===== src/rtl/data_receiver.sv =====
// Serial frame receiver: synchronizes an asynchronous line (frame-active, bit clock, data),
// assembles MSB-first frames of WIDTH bits and reports each frame as valid or rejected.
module data_receiver #(
  parameter int WIDTH   = 64,
  parameter int TIMEOUT = 1000
) (
  input  logic             clk,
  input  logic             rst,
  input  logic             transmission,
  input  logic             clock,
  input  logic             data,
  output logic [WIDTH-1:0] out_data,
  output logic             valid,
  output logic             error,
  output logic             busy
);

  localparam int CW = $clog2(WIDTH + 1);
  localparam int TW = $clog2(TIMEOUT + 1);
  localparam logic [CW-1:0] WIDTH_C  = CW'(WIDTH);
  localparam logic [TW-1:0] TMO_LAST = TW'(TIMEOUT - 1);

  localparam logic [1:0] IDLE    = 2'd0;
  localparam logic [1:0] RECEIVE = 2'd1;
  localparam logic [1:0] DISCARD = 2'd2;

  logic transSync1_q, transSync2_q, transPrev_q;
  logic clkSync1_q, clkSync2_q, clkPrev_q;
  logic dataSync1_q, dataSync2_q, dataAligned_q;
  logic transRise_q, transFall_q, clkRise_q;
  logic [1:0] prime_q;
  logic edgeEn;

  logic [1:0]       state_q, state_d;
  logic [WIDTH-1:0] shift_q, shift_d;
  logic [CW-1:0]    bitCnt_q, bitCnt_d;
  logic [TW-1:0]    tmoCnt_q, tmoCnt_d;
  logic [WIDTH-1:0] outData_q, outData_d;
  logic             valid_q, valid_d;
  logic             error_q, error_d;

  // Edges are suppressed until the previous-value register holds a real sample, so a
  // frame already in progress when reset releases never looks like a fresh rising edge.
  assign edgeEn = (prime_q == 2'd3);

  always_ff @(posedge clk) begin
    if (rst) begin
      transSync1_q  <= 1'b0;
      transSync2_q  <= 1'b0;
      transPrev_q   <= 1'b0;
      clkSync1_q    <= 1'b0;
      clkSync2_q    <= 1'b0;
      clkPrev_q     <= 1'b0;
      dataSync1_q   <= 1'b0;
      dataSync2_q   <= 1'b0;
      dataAligned_q <= 1'b0;
      transRise_q   <= 1'b0;
      transFall_q   <= 1'b0;
      clkRise_q     <= 1'b0;
      prime_q       <= 2'd0;
    end else begin
      transSync1_q  <= transmission;
      transSync2_q  <= transSync1_q;
      transPrev_q   <= transSync2_q;
      clkSync1_q    <= clock;
      clkSync2_q    <= clkSync1_q;
      clkPrev_q     <= clkSync2_q;
      dataSync1_q   <= data;
      dataSync2_q   <= dataSync1_q;
      dataAligned_q <= dataSync2_q;
      transRise_q   <= edgeEn & transSync2_q & ~transPrev_q;
      transFall_q   <= edgeEn & ~transSync2_q & transPrev_q;
      clkRise_q     <= edgeEn & clkSync2_q & ~clkPrev_q;
      if (prime_q != 2'd3) prime_q <= prime_q + 2'd1;
    end
  end

  // A bit arriving with the frame end is counted before the length check.
  always_comb begin
    state_d   = state_q;
    shift_d   = shift_q;
    bitCnt_d  = bitCnt_q;
    tmoCnt_d  = tmoCnt_q;
    outData_d = outData_q;
    valid_d   = 1'b0;
    error_d   = 1'b0;
    case (state_q)
      IDLE: begin
        if (transRise_q) begin
          state_d  = RECEIVE;
          shift_d  = '0;
          bitCnt_d = '0;
          tmoCnt_d = '0;
        end
      end
      RECEIVE: begin
        if (clkRise_q && (bitCnt_q == WIDTH_C)) begin
          error_d = 1'b1;
          state_d = DISCARD;
        end else begin
          if (clkRise_q) begin
            shift_d  = {shift_q[WIDTH-2:0], dataAligned_q};
            bitCnt_d = bitCnt_q + CW'(1);
            tmoCnt_d = '0;
          end
          if (transFall_q) begin
            if (bitCnt_d == WIDTH_C) begin
              outData_d = shift_d;
              valid_d   = 1'b1;
            end else begin
              error_d = 1'b1;
            end
            state_d = IDLE;
          end else if (!clkRise_q) begin
            if (tmoCnt_q == TMO_LAST) begin
              error_d = 1'b1;
              state_d = DISCARD;
            end else begin
              tmoCnt_d = tmoCnt_q + TW'(1);
            end
          end
        end
      end
      DISCARD: begin
        if (!transSync2_q) state_d = IDLE;
      end
      default: state_d = IDLE;
    endcase
  end

  always_ff @(posedge clk) begin
    if (rst) begin
      state_q   <= IDLE;
      shift_q   <= '0;
      bitCnt_q  <= '0;
      tmoCnt_q  <= '0;
      outData_q <= '0;
      valid_q   <= 1'b0;
      error_q   <= 1'b0;
    end else begin
      state_q   <= state_d;
      shift_q   <= shift_d;
      bitCnt_q  <= bitCnt_d;
      tmoCnt_q  <= tmoCnt_d;
      outData_q <= outData_d;
      valid_q   <= valid_d;
      error_q   <= error_d;
    end
  end

  assign out_data = outData_q;
  assign valid    = valid_q;
  assign error    = error_q;
  assign busy     = (state_q != IDLE);

endmodule


===== config.mk =====
export PLATFORM = sky130hd
export DESIGN_NAME = data_receiver
export DESIGN_NICKNAME = d
export VERILOG_FILES = /design/src/rtl/data_receiver.sv
export SDC_FILE = /design/constraint.sdc
export NUM_CORES = 1
export LEC_CHECK = 0
export ABC_AREA = 1
export BUFFER_PORTS_ARGS = -buffer_cell sky130_fd_sc_hd__buf_4
export CAP_MARGIN = 10
export CORE_MARGIN = 4
export CORE_UTILIZATION = 35
export DETAILED_ROUTE_END_ITERATION = 7
export PLACE_DENSITY = 0.62
export REMOVE_ABC_BUFFERS = 1
export SETUP_SLACK_MARGIN = 0.1
export SYNTH_ARGS = -nofsm -noshare
export SYNTH_HDL_FRONTEND = slang
export SYNTH_SLANG_ARGS = --single-unit

===== constraint.sdc =====
create_clock -name clk -period 5.1 [get_ports clk]
set_input_delay 1.53 -clock clk [delete_from_list [all_inputs] [get_ports clk]]
set_output_delay 1.53 -clock clk [all_outputs]
set_load 0.05 [all_outputs]

# [Word level (Yosys, flattened, before mapping)]
# Index checks and enable logic that the tools add are counted.
# Widths: inputs -> output; s select.
[op_classes] n_reduce_logical=9 mux=30 n_eq_ne=12 bitwise=12 n_addsub=3
[op_table] op="$mux 64" count=3
[op_table] op="$pmux 64 s2" count=1
[op_table] op="$mux 10" count=6
[op_table] op="$mux 7" count=5
[op_table] op="$pmux 10 s2" count=1
[op_table] op="$eq 7x7->1 const B" count=2
[op_table] op="$pmux 7 s2" count=1
[op_table] op="$mux 2" count=6
[op_table] op="$add 10x1->10 const B" count=1
[op_table] op="$eq 10x10->1 const B" count=1
[op_table] op="$ne 2x2->1 const B" count=4
[op_table] op="$ne 4x4->1 const B" count=2
[op_table] op="$reduce_and 4->1" count=2
[op_table] op="$add 7x1->7 const B" count=1
[op_table] op="$and 1x1->1" count=6
[op_table] op="$mux 1" count=6
[op_table] op="$not 1->1" count=6
[op_table] op="$pmux 2 s3" count=1
[op_table] op="$eq 2x2->1 const B" count=2
[op_table] op="$reduce_bool 2->1" count=2
[op_table] op="$reduce_or 4->1" count=1
[op_table] op="$reduce_and 3->1" count=1
[op_table] op="$add 2x1->2 const B" count=1
[op_table] op="$eq 2x1->1 const B" count=1
[op_table] op="other kinds (3)" count=3
[word_totals] register_bits=163 inputBits=5 out_inout_bits=67 wordCells=86

# [Logic depth before layout (Yosys ltp)]
[depth] word_depth=8 ltp_mapped=13 mapped_depth_nobuf=12

# [Worst setup path before layout]
# Ideal clock, no wire load.
[synth_timing] kind="register to output" startpoint="reg state_q[1]" endpoint="out busy" arrival_ps=768 path_buffers=0 stages_incl_launch_ff=3 setup_slack_ps=2802 path_cell_list="dfxtp_1 -> inv_1 -> nand2_1"
[synth_via] elab_chain_cells=1
[synth_lines] element="start: declaration" line_no="34" source="logic [1:0] state_q, state_d;"
[synth_lines] element="start signal: assignment" line_no="141" source="state_q <= state_d;"
[synth_lines] element="$reduce_bool 2->1" line_no="154" source="assign busy = (state_q != IDLE);"
[synth_lines] element="end: declaration" line_no="15" source="output logic busy"
# No other way between the ends.

# [Worst setup path after layout]
[layout_timing] startpoint="reg clkRise_q" endpoint="reg outData_q[4] (netlist: out_data[4])"
[layout_via] elab_chain_cells=5
[layout_lines] element="start: declaration" line_no="30" source="logic transRise_q, transFall_q, clkRise_q;"
[layout_lines] element="start signal: assignment" line_no="73" source="clkRise_q <= edgeEn & clkSync2_q & ~clkPrev_q;"
[layout_lines] element="$mux 7" line_no="101" source="if (clkRise_q) begin"
[layout_lines] element="$mux 7" line_no="97" source="if (clkRise_q && (bitCnt_q == WIDTH_C)) begin"
[layout_lines] element="$mux 7" line_no="87" source="case (state_q)"
[layout_lines] element="$eq 7x7->1" line_no="107" source="if (bitCnt_d == WIDTH_C) begin"
[layout_lines] element="$reduce_and 4->1 (no source line)"
[layout_lines] element="end signal: assignment" line_no="145" source="outData_q <= outData_d;"
[layout_lines] element="end: declaration" line_no="38" source="logic [WIDTH-1:0] outData_q, outData_d;"
# Several ways; a longest one is shown, not always the timed one. The select of a mux whose other input is x is not followed.
# A chain may end at the register's enable or synchronous reset.

==> impl_metrics.toml <==
[drt]
wl_mm = 17.92
drt_pass1_iterations = 5
ant_nets = 0
avgRoutedWirePerCell_um = 12.65
vias_per_cell = 4.862
drc = 0
drt_iter0_markers = 512
vias = 6884

[setup_path]
worstPathArrival_ns = 3.69
cpMostUsedCell = "nand2_2"
cp-start-kind = "flip-flop"
slowest_delay_ns = 1.10
critPathRequiredTime_ns = 5.46
path_class = "reg2reg"
critPathSlowestCell = "dfxtp_4"
rrSetupSlack_ns = 1.77
crit_buf_inv = 2
end_kind = "flip-flop"
critPathTopFamily = "simple AND/OR/NAND/NOR gates"
path_cells = "nand2_2 > nor2_2 > nand2_1 > nand2_1 > nand2_2 > inv_2 > nand2_2 > nor2_4 > buf_4 > a21oi_1 > nor2_1"
path_max_fanout = 134

[sta]
worst_slew_pin_slew_ns = 1.185
clock_skew_ns = 0.008187
fin_setup_tns_ns = 0
setup_viol = 0
slew_headroom_pct = 20.98
worst_slack_ns = 1.772
period_minus_slack_ns = 3.328
hold_viol = 0
final.period_utilization_pct = 65.26
slew_violations = 0
fmax_ghz = 0.3005
rsz0062_at_grt = "no"

[clocking]
cts_root_buf = "clkbuf_16"
cts_max_level = 4
cts.sinks = 163
ctsHoldBuffers = 0
clock_latency_ns = 0.42
cts_max_path_buffers = 2
cts_resized = 0
cts_tree = "built"
cts_setup_buffers = 0
cts_inserted_buffers = 17
clk_pin_slew_ns = 0.07

[placement]
gp_congestion = 0.8140
post-place-ws_ns = 1.772
dp_cells = 1384
port_buffers = 71
dp_hpwl_mm = 10.62

[logic_synthesis]
synthArstFlopShare_pct = 0
syn_inst = 1111
synth_area_leader_cell = "dfxtp_1"
synthFlopType = "dfxtp_1"
synthesis.area_per_instance_um2 = 6.908
synth_common_cells = "nand2_1 (194), inv_1 (168), dfxtp_1 (163)"
netlist.area_leader.share_pct = 42.52
synth_area_leaders = "dfxtp_1 (43%), nand2_1 (9.5%), inv_1 (8.2%)"
yosysMostFrequentCell = "nand2_1"
ys_warn_count = 0
synth.cell_area_mm2 = 0.007675
synth_edf_count = 0
ys_seq_area_share_pct = 42.52
synth.distinct_cells = 30
ys_seq_elements = 163

[pwr]
power.share.combinational_pct = 3.0
ir_drop_uv = 224.4
leakagePower_uw = 0.003171
cellPowerDensity_mw_per_mm2 = 296.0
swShare_pct = 23.49
total_power_uw = 2597
p_clk_share_pct = 47.4
switchingPower_uw = 610.1
pwr-share-seq_pct = 49.5
internal_power_uw = 1987

[run_status]
status = "completed"

[cells_and_area]
num-nets-final = 1137
antenna_cells = 0
drive_gt1_share_pct = 12.88
fin_cells = 1416
syn_to_final_growth_pct = 14.33

[floorplanning]
die_w_um = 156.1
coreArea_mm2 = 0.02129
num_rows = 53
initial_utilization_pct = 36.05
fp.dieArea_mm2 = 0.02436
die_y_um = 156.1
io_pins = 72

[global_route]
grt_overflow = 0
grt_pass1_wl_mm = 30.16
grt_max_degree = 135
grt_use_total_pct = 14.72
grt_pass1_vias = 6223
antenna_found_initial = 0

[min_path]
hp-class = "reg2reg"

[flow_run]
drv_cap = 0
==> cells in the final DEF (no fill, tap or decap), drive strengths merged, types with 20 or more instances in the layout <==
cell type    n
buf         78
nand2      198
nand4       71
a21oi       85
nor2       165
o22ai       62
nand3       24
clkbuf      20
o21ai       76
inv        174
dfxtp      163
==> registers in the layout, summed over array words and instances, names as in the netlist <==
name           flops
state_q            2
transPrev_q        1
out_data          64
prime_q            2
tmoCnt_q          10
dataSync1_q        1
valid              1
clkSync2_q         1
error              1
shift_q           64
clkRise_q          1
clkPrev_q          1
transSync2_q       1
dataAligned_q      1
bitCnt_q           7
clkSync1_q         1
transRise_q        1
dataSync2_q        1
transFall_q        1
transSync1_q       1
==> cells by family (layout without fill, tap and decap cells) <==
| kind of cell | after synthesis | count (layout) | share of synthesized area, % |
|---|---|---|---|
| flops | 163 | 163 | 42.52 |
| mux | 1 | 1 | 0.1304 |
| buf+inv | 252 | 282 | 14.07 |
| simple gates | 465 | 465 | 26.34 |
| fa+ha+maj | 4 | 4 | 0.6521 |
| compound gates | 226 | 226 | 16.29 |
==> routing by layer <==
layer | share of wire [%] | GRT usage (%)
met5 | 0 | 0
met4 | 1.3 | 4.210
met3 | 3.3 | 3.190
met2 | 47 | 24.23
met1 | 49 | 19.48
==> worst paths after layout <==
kind	end	start	cells after the start
max	out_data[4]	clkRise_q	11
min	clkRise_q	clkPrev_q	1
max reg2reg	out_data[4]	clkRise_q	11
min reg2reg	clkRise_q	clkPrev_q	1
==> through the flow <==
| stage | util [%] | instance area (µm²) | hold slack [ns] |
|---|---|---|---|
| after floorplan | - | 7241 | 0.3734 |
| after detailed placement | 38.52 | 8199 | 0.3866 |
| after global routing | 41.22 | 8775 | 0.4266 |
| after CTS | 41.22 | 8775 | 0.3987 |
| final | 41.22 | 8775 | 0.3972 |
| after global placement | 38.52 | 8199 | 0.3816 |
==> power groups by stage <==
stage	sequential (µW)	combinational [µW]	clock, µW
3_5_place_dp	1320	80.0	0
5_1_grt	1290	90.5	1320
2_1_floorplan	1310	49.0	0
4_1_cts	1290	80.2	1270
6_report	1290	78.5	1230
3_3_place_gp	1320	79.6	0
==> worst register-to-register path, stage by stage (launching register included) <==
cell,delay (ns)
dfxtp_4,1.10
nand2_2,0.26
nor2_2,0.20
nand2_1,0.07
nand2_1,0.07
nand2_2,0.08
inv_2,0.07
nand2_2,0.06
nor2_4,0.52
buf_4,0.59
a21oi_1,0.15
nor2_1,0.12
==> layout make-up <==
type	count	area, µm²
Multi-Input combinational cell	696	3344
Clock inverter	12	97.59
Inverter	172	645.6
Fill cell	2191	12510
Clock buffer	20	478.0
Timing Repair Buffer	78	598.1
Sequential cell	163	3267
Tap cell	275	344.1
No activity file was read; power rests on OpenSTA's default activity.
